File: config.mk
export PLATFORM = sky130hd
export DESIGN_NAME = branch_reservation_station
export DESIGN_NICKNAME = d
export VERILOG_FILES = /design/src/rtl/branch_reservation_station.sv
export SDC_FILE = /design/constraint.sdc
export NUM_CORES = 2
export LEC_CHECK = 0
export ABC_AREA = 1
export CAP_MARGIN = 0
export CORE_MARGIN = 4
export CORE_UTILIZATION = 50
export DETAILED_ROUTE_END_ITERATION = 8
export PLACE_DENSITY = 0.67
export SLEW_MARGIN = 0
export SYNTH_ARGS = -nofsm -noshare
export SYNTH_HDL_FRONTEND = slang
export SYNTH_SLANG_ARGS = --single-unit
File: constraint.sdc
create_clock -name clk -period 3 [get_ports clk]
set_input_delay 0.6 -clock clk [delete_from_list [all_inputs] [get_ports clk]]
set_output_delay 0.6 -clock clk [all_outputs]
set_load 0.01 [all_outputs]
File: src/rtl/branch_reservation_station.sv
// Branch reservation station: holds dispatched JALR / B_TYPE ops in a
// collapsing age-ordered queue (index 0 = oldest) until both operands are
// available, then offers the oldest ready op to the branch FU.
//
// Optional feature macro: BRS_WAKEUP_BYPASS_EN
//   defined     -> an operand broadcast on the CDB this cycle counts as ready
//                  and cdb_data is muxed straight onto the FU operand outputs.
//   not defined -> readiness comes from stored state only (no CDB-to-FU path).
//
// Handshakes:
//   dispatch: an op is taken at posedge when dispatch_valid & dispatch_ready.
//             dispatch_ready depends only on registered occupancy, flush and
//             reset, never on dispatch_valid or same-cycle issue.
//   issue:    ready_to_execute is asserted while any entry is ready; the
//             selected op is removed at posedge when ready_to_execute & accept.
//             Outputs may change while accept is low.
module branch_reservation_station #(
  parameter int XLEN          = 32,
  parameter int ROB_TAG_WIDTH = 5,
  parameter int RS_DEPTH      = 4
) (
  input  logic                     clk,
  input  logic                     reset,
  input  logic                     flush,
  input  logic                     dispatch_valid,
  output logic                     dispatch_ready,
  input  logic [XLEN-1:0]          d_v1,
  input  logic [XLEN-1:0]          d_v2,
  input  logic                     d_q1_wait,
  input  logic                     d_q2_wait,
  input  logic [ROB_TAG_WIDTH-1:0] d_q1,
  input  logic [ROB_TAG_WIDTH-1:0] d_q2,
  input  logic [XLEN-1:0]          d_pc,
  input  logic [XLEN-1:0]          d_immediate,
  input  logic [XLEN-1:0]          d_pred,
  input  logic [ROB_TAG_WIDTH-1:0] d_rob_tag,
  input  logic [2:0]               d_funct3,
  input  logic                     d_instruction_length,
  input  logic                     d_jalr,
  input  logic                     d_branch,
  input  logic                     cdb_valid,
  input  logic [ROB_TAG_WIDTH-1:0] cdb_rob_tag,
  input  logic [XLEN-1:0]          cdb_data,
  output logic [XLEN-1:0]          v1,
  output logic [XLEN-1:0]          v2,
  output logic [XLEN-1:0]          pc,
  output logic [XLEN-1:0]          immediate,
  output logic [XLEN-1:0]          predicted_next_instruction,
  output logic [ROB_TAG_WIDTH-1:0] rob_tag_in,
  output logic [2:0]               funct3,
  output logic                     instruction_length,
  output logic                     jalr,
  output logic                     branch,
  output logic                     ready_to_execute,
  input  logic                     accept
);

  localparam int IDXW = $clog2(RS_DEPTH);
  localparam int CW   = $clog2(RS_DEPTH + 1);

  typedef struct packed {
    logic [XLEN-1:0]          v1;
    logic [XLEN-1:0]          v2;
    logic                     q1_wait;
    logic                     q2_wait;
    logic [ROB_TAG_WIDTH-1:0] q1;
    logic [ROB_TAG_WIDTH-1:0] q2;
    logic [XLEN-1:0]          pc;
    logic [XLEN-1:0]          immediate;
    logic [XLEN-1:0]          pred;
    logic [ROB_TAG_WIDTH-1:0] rob_tag;
    logic [2:0]               funct3;
    logic                     instruction_length;
    logic                     jalr;
    logic                     branch;
  } entry_t;

  entry_t              ent     [RS_DEPTH];
  entry_t              ent_nxt [RS_DEPTH];
  logic [CW-1:0]       count;
  logic [CW-1:0]       count_nxt;
  logic [CW-1:0]       tail;
  logic [RS_DEPTH-1:0] hit1;
  logic [RS_DEPTH-1:0] hit2;
  logic [RS_DEPTH-1:0] rdy;
  logic                any_ready;
  logic [IDXW-1:0]     sel_idx;
  entry_t              sel;
  entry_t              new_ent;
  logic                issue_fire;
  logic                disp_fire;

  // Space check uses registered occupancy only; blocked during flush/reset.
  assign dispatch_ready = (count < CW'(RS_DEPTH)) & ~flush & ~reset;
  assign disp_fire      = dispatch_valid & dispatch_ready;
  assign issue_fire     = any_ready & accept;
  assign sel            = ent[sel_idx];

  // Per-entry CDB tag matches and readiness (bypass counts a live match).
  always_comb begin
    hit1 = '0;
    hit2 = '0;
    rdy  = '0;
    for (int i = 0; i < RS_DEPTH; i++) begin
      hit1[i] = cdb_valid & (ent[i].q1 == cdb_rob_tag);
      hit2[i] = cdb_valid & (ent[i].q2 == cdb_rob_tag);
`ifdef BRS_WAKEUP_BYPASS_EN
      rdy[i]  = (CW'(i) < count) & (~ent[i].q1_wait | hit1[i])
                                 & (~ent[i].q2_wait | hit2[i]);
`else
      rdy[i]  = (CW'(i) < count) & ~ent[i].q1_wait & ~ent[i].q2_wait;
`endif
    end
  end

  // Oldest-first select: scan from youngest so the lowest ready index wins.
  always_comb begin
    any_ready = 1'b0;
    sel_idx   = '0;
    for (int i = RS_DEPTH - 1; i >= 0; i--) begin
      if (rdy[i]) begin
        any_ready = 1'b1;
        sel_idx   = IDXW'(i);
      end
    end
  end

  // FU outputs: selected entry's fields, zero when nothing is ready.
  always_comb begin
    ready_to_execute           = any_ready;
    v1                         = '0;
    v2                         = '0;
    pc                         = '0;
    immediate                  = '0;
    predicted_next_instruction = '0;
    rob_tag_in                 = '0;
    funct3                     = '0;
    instruction_length         = 1'b0;
    jalr                       = 1'b0;
    branch                     = 1'b0;
    if (any_ready) begin
      v1                         = sel.v1;
      v2                         = sel.v2;
      pc                         = sel.pc;
      immediate                  = sel.immediate;
      predicted_next_instruction = sel.pred;
      rob_tag_in                 = sel.rob_tag;
      funct3                     = sel.funct3;
      instruction_length         = sel.instruction_length;
      jalr                       = sel.jalr;
      branch                     = sel.branch;
`ifdef BRS_WAKEUP_BYPASS_EN
      // A still-waiting operand on a ready entry can only be this cycle's CDB.
      if (sel.q1_wait) v1 = cdb_data;
      if (sel.q2_wait) v2 = cdb_data;
`endif
    end
  end

  // Incoming op with dispatch-cycle CDB capture.
  always_comb begin
    new_ent                    = '0;
    new_ent.v1                 = d_v1;
    new_ent.v2                 = d_v2;
    new_ent.q1_wait            = d_q1_wait;
    new_ent.q2_wait            = d_q2_wait;
    new_ent.q1                 = d_q1;
    new_ent.q2                 = d_q2;
    new_ent.pc                 = d_pc;
    new_ent.immediate          = d_immediate;
    new_ent.pred               = d_pred;
    new_ent.rob_tag            = d_rob_tag;
    new_ent.funct3             = d_funct3;
    new_ent.instruction_length = d_instruction_length;
    new_ent.jalr               = d_jalr;
    new_ent.branch             = d_branch;
    if (d_q1_wait && cdb_valid && (d_q1 == cdb_rob_tag)) begin
      new_ent.v1      = cdb_data;
      new_ent.q1_wait = 1'b0;
    end
    if (d_q2_wait && cdb_valid && (d_q2 == cdb_rob_tag)) begin
      new_ent.v2      = cdb_data;
      new_ent.q2_wait = 1'b0;
    end
  end

  // Next queue contents: wakeup, then collapse the issued slot, then append.
  always_comb begin
    for (int i = 0; i < RS_DEPTH; i++) begin
      ent_nxt[i] = ent[i];
      if (ent[i].q1_wait && hit1[i]) begin
        ent_nxt[i].v1      = cdb_data;
        ent_nxt[i].q1_wait = 1'b0;
      end
      if (ent[i].q2_wait && hit2[i]) begin
        ent_nxt[i].v2      = cdb_data;
        ent_nxt[i].q2_wait = 1'b0;
      end
    end
    if (issue_fire) begin
      for (int i = 0; i < RS_DEPTH - 1; i++) begin
        if (IDXW'(i) >= sel_idx) ent_nxt[i] = ent_nxt[i + 1];
      end
      ent_nxt[RS_DEPTH - 1] = '0;
    end
    tail      = count - CW'(issue_fire);
    count_nxt = tail;
    if (disp_fire) begin
      for (int i = 0; i < RS_DEPTH; i++) begin
        if (CW'(i) == tail) ent_nxt[i] = new_ent;
      end
      count_nxt = tail + CW'(1);
    end
  end

  // State register: reset and flush both empty the station.
  always_ff @(posedge clk) begin
    if (reset || flush) begin
      count <= '0;
      for (int i = 0; i < RS_DEPTH; i++) ent[i] <= '0;
    end else begin
      count <= count_nxt;
      for (int i = 0; i < RS_DEPTH; i++) ent[i] <= ent_nxt[i];
    end
  end

endmodule

# Word-level counts from Yosys, hierarchy flattened
# Memory sizes are Yosys's and may differ from the RTL's.
# Index checks and enable logic that the tools add are counted.
# word_totals
out_inout_bits	173
register_bits	3
mem_count	1
mem_bits_rw	732
# memory_table
name	words	word_bits	read_ports	rd_clocked_by_memory_dff	write_ports	line_no	text
ent	4	183	5	0	4	78	entry_t ent [RS_DEPTH];
# op_classes
n_reduce_logical	14
addsub	2
muxes	55
n_lt_le_gt_ge	8
eq_ne	13
bitwise	34
# op_table
cell	n
183-bit two-way mux	11
732-bit two-way mux	2
32-bit two-way mux	15
5-bit equality test	10
1-bit bitwise AND	20
1-bit two-way mux	20
1-bit logical AND	12
1-bit NOT	10
2-bit two-way mux	4
2-bit by 3-bit equality test with 1-bit output, first input constant	2
1-bit by 3-bit less-than comparator with 1-bit output, first input constant	2
2-bit by 3-bit less-than comparator with 1-bit output, first input constant	2
3-bit two-way mux	2
5-bit two-way mux	1
1-bit by 2-bit >= comparator with 1-bit output, first input constant	2
1-bit bitwise OR	4
3-bit by 1-bit adder with 3-bit output, second input constant	1
1-bit by 3-bit equality test with 1-bit output, first input constant	1
3-bit zero test	1
3-bit less-than comparator, second input constant	1
3-bit by 1-bit subtractor with 3-bit output	1
2-bit >= comparator, first input constant	1
1-bit logical OR	1

# Logic depth before layout (Yosys ltp)
# depth
depth_word	13
depth_mapped	21

# Worst setup path before layout
# Ideal clock, no wire load.
# synth_timing
path_type	reg-to-reg
start	memory ent[3][117] in the netlist's numbering
end	memory ent[3][156] in the netlist's numbering
t_arrival_ns	2.565
t_required_ns	2.930
n_path_buf	3
path_stages_with_launch	20
synth_period_minus_slack_ns	2.636
setup_time_ns	0.070
path_slack_ns	0.364
cell_sequence	dfxtp_1 clkbuf_1 nor2_1 nand2_1 nand2_2 inv_1 nand2_2 nand3_1 inv_1 ha_1 inv_1 ha_1 ha_1 nand2_1 nand2_1 inv_1 buf_2 clkbuf_1 nand2_1 a21oi_1
# synth_rtl
element	line_no
from (decl)	78

# Final worst setup path
# layout_timing
start	register count[2]
end	output pc[1]
# layout_between
elab_chain_len	9
# layout_rtl
element	line_no	text
from (decl)	80	logic [CW-1:0] count;
from (signal assigned)	222	count <= count_nxt;
2-bit by 3-bit less-than comparator with 1-bit output	111	rdy[i] = (CW'(i) < count) & ~ent[i].q1_wait & ~ent[i].q2_wait;
1-bit bitwise AND (2 in series)	111	
2-bit two-way mux (4 in series)	121	if (rdy[i]) begin
memory read 4 x 183 bit	--	
32-bit two-way mux (*)	141	if (any_ready) begin
to (decl)	46	output logic [XLEN-1:0] pc,
# Mark *: on every way between the ends. The rest lies on a longest branch, timed or not.

==> results.md <==
* Predominant post-synthesis flop cell: dfxtp_1
* Top cells by area, synth: dfxtp_1 35%, nand2_1 17%, o21ai_0 11%
* Worst Tran Pin Value at 1.132 ns
* Post-synthesis cell type count at 34
* Synthesized cell area at 41,710 sq um
* RSZ-0062 raised after global routing: yes
* RD Place Congestion at 0.9259
* Chip Width at 296.8 microns
* Max-slew headroom at 0.2455
* Vias/cell at approximately 5.8
* Sink Count at 735
* DRT Wirelength at 175,300 microns
* TritonCTS Buffers at 85
* Critical path capture point type: primary output
* Port Buf Inserts at 398
* Final Worst Setup Slack at -0.3374 ns
* Largest net degree at the start of global routing at 193
* Final setup skew at around 0.028 ns
* Sequential share of the synthesized area at 0.3528
* Skew-Pair Late Insertion Delay at 0.67 ns
* Initial DRT Pass Iterations at 6
* First-pass GRT wire length at ~260,000 microns
* Commonest non-fill, non-tap cells in the layout: 1,821 x nand2_1, 890 x o21ai_0, 732 x dfxtp_1
* Hold buffer count at CTS at 0
* Synthesized area per cell at 6.057 sq um
* Final Hold Violating Endpoints at 0
* Top layer in use: met5
* Iteration-0 DRC Markers at 5,625
* Clock Tree Root: clkbuf_16
* Required time of the critical path at between 2 and 2.5 ns
* Placed cell count at 8,116
* Failing checks: negative setup slack
* Number of global-route vias before repair at between 40,000 and 50,000
* Post-DP HPWL at 103,500 microns
* ANT nets after route at 0
* CP max FO at 7
* Fin util at 0.6622
* Clock Path Buffers at 3
* Final period util at 1.112
* Syn Inst Count at just under 7,000
* Core region area at between 80,000 and 90,000 sq um
* Clk pin slew, worst setup/hold paths at 0.06 ns
* LEAKAGE at between 20 and 25 nW
* Post-Syn Nets at 7,117
* Die Area at roughly 88,000 sq um
* Fmax at 0.2996 GHz
* Chip height at 296.8 microns
* Global Route Usage Sum at 0.3717
* Most common cell after layout, fill and taps aside: nand2_1
* GR Overflow Total at 0
* I/O pin count at around 400
* Yosys reg bits at 735
* WL/cell at 20.90 microns
* Yosys warns at 0
* Synth area leader: dfxtp_1
* Non-Filler Instances at between 8,000 and 9,000
* Final net count at 7,466
* Synth-to-layout area growth at 30.80%
* Row cnt at 105
* Crit path time final at 3.337 ns
* Hold Crit Class: flip-flop to flip-flop
* Post-synth EDFFs at 0
* VDD IR max at 484.3 uV
* Fraction of registers with async set or reset after synthesis at 0
* H-tree level count at 3
* Setup crit start kind: flip-flop
* Pwr/cell area at roughly 600 nW/um^2
* Metal2 WL at about 78,000 microns
* Vias at 48,760
* Yosys top cell area share at 0.3528
* TNS Setup at -39.46 ns
* Initial antenna violation count at 26
* Share of cells above drive strength 1 at 0.1367
* Total of max-cap violations at 0
* Fillers at 7,424
* Met1 WL at 68,240 microns
* Status: finished, violations left
* TritonCTS clock tree: built
* Arrival @ worst endpoint at 2.74 ns
* Slew Limit Fails at 0
* Residual DRC at 0
* Setup CP Type: flip-flop to primary output
* Setup Viol. Count Final at 250
* Metal3 WL at between 15,000 and 20,000 microns
* Initial Utilization at 0.5063
-- metrics by stage --
stage	hold WS, ns	total power [mW]	cell area [sq um]	setup WS, ns
global route	0.4906	32.92	54530	-0.4364
finish	0.4698	31.90	54550	-0.3374
detailed placement	0.4590	19.10	48690	-0.2038
CTS	0.4671	31.28	53410	-0.3025
floorplan	0.4468	15.35	41710	0.3644
global placement	0.4563	19.02	48690	-0.2012
-- final cells by class --
type                    instances  area, sq um  area share
multi-input cells            5030        24130      0.4423
flip-flops and latches        735        14720      0.2698
repair buffers                825         9363      0.1716
well taps                    1070         1339     0.02454
inverters                     558         2150     0.03941
clock inverters                15        216.5    0.003968
clock buffers                 136         2590     0.04748
diodes                         19        47.55   0.0008716
-- Yosys cell counts, types with 19 or more instances --
library cell / n
dfxtp_1: 735
nor2_1: 722
o21ai_1: 129
buf_1: 22
nand3_1: 229
nand4_1: 125
buf_2: 177
nand2_1: 1934
a21oi_1: 712
buf_4: 19
clkbuf_1: 336
a31oi_1: 171
inv_1: 541
o21ai_0: 950
-- state kept, by name, indices dropped and copies added (netlist names) --
| name | flops |
|---|---|
| ent | 732 |
| count | 3 |
-- repair_timing --
| action | CTS | global route |
|---|---|---|
| pin swaps | 106 | 96 |
| resized for setup | 1014 | 256 |
| endpoints found under the setup margin | 172 | 484 |
| gates cloned | 26 | 9 |
| setup buffers | 71 | 18 |
-- routing by layer --
metal / global-route usage / up-vias
li1: - / 23140
met1: 0.4747 / 22260
met2: 0.5865 / 2802
met3: 0.08421 / 538
met4: 0.1977 / 16
met5: 0 / -
-- where the power goes --
group,internal (mW),switching [mW]
clock,6.18,4.48
combinational,4.07,6.58
sequential,10.3,0.324
-- cells by family after synthesis --
family	after synthesis	share of synthesized area
simple gates	3044	0.2920
compound gates	1969	0.2417
buf+inv	1121	0.1094
flops	735	0.3528
xor+xnor	10	0.002100
fa+ha+maj	5	0.001500
mux	2	0.0004800
-- worst paths after layout --
check | start | to | slack (ns) | cells after the start
setup / recovery | count[2] | pc[1] | -0.34 | 16
hold / removal | ent[3][66] | ent[3][66] | 0.47 | 2
setup reg to reg | count[2] | ent[3][75] | -0.08 | 21
hold reg to reg | ent[3][66] | ent[3][66] | 0.47 | 2
-- critical path: stages (launching register included) --
cell,delay (ns)
dfxtp_2,0.36
inv_4,0.06
nor2_4,0.10
nand2_2,0.07
inv_2,0.05
nand2_2,0.06
nand2_4,0.09
nand2_8,0.09
nor2_4,0.14
buf_6,0.14
buf_12,0.16
buf_8,0.13
buf_16,0.13
nand2_2,0.06
a31oi_2,0.18
buf_4,0.16
buf_6,0.09
No activity file was read; power rests on OpenSTA's default activity.
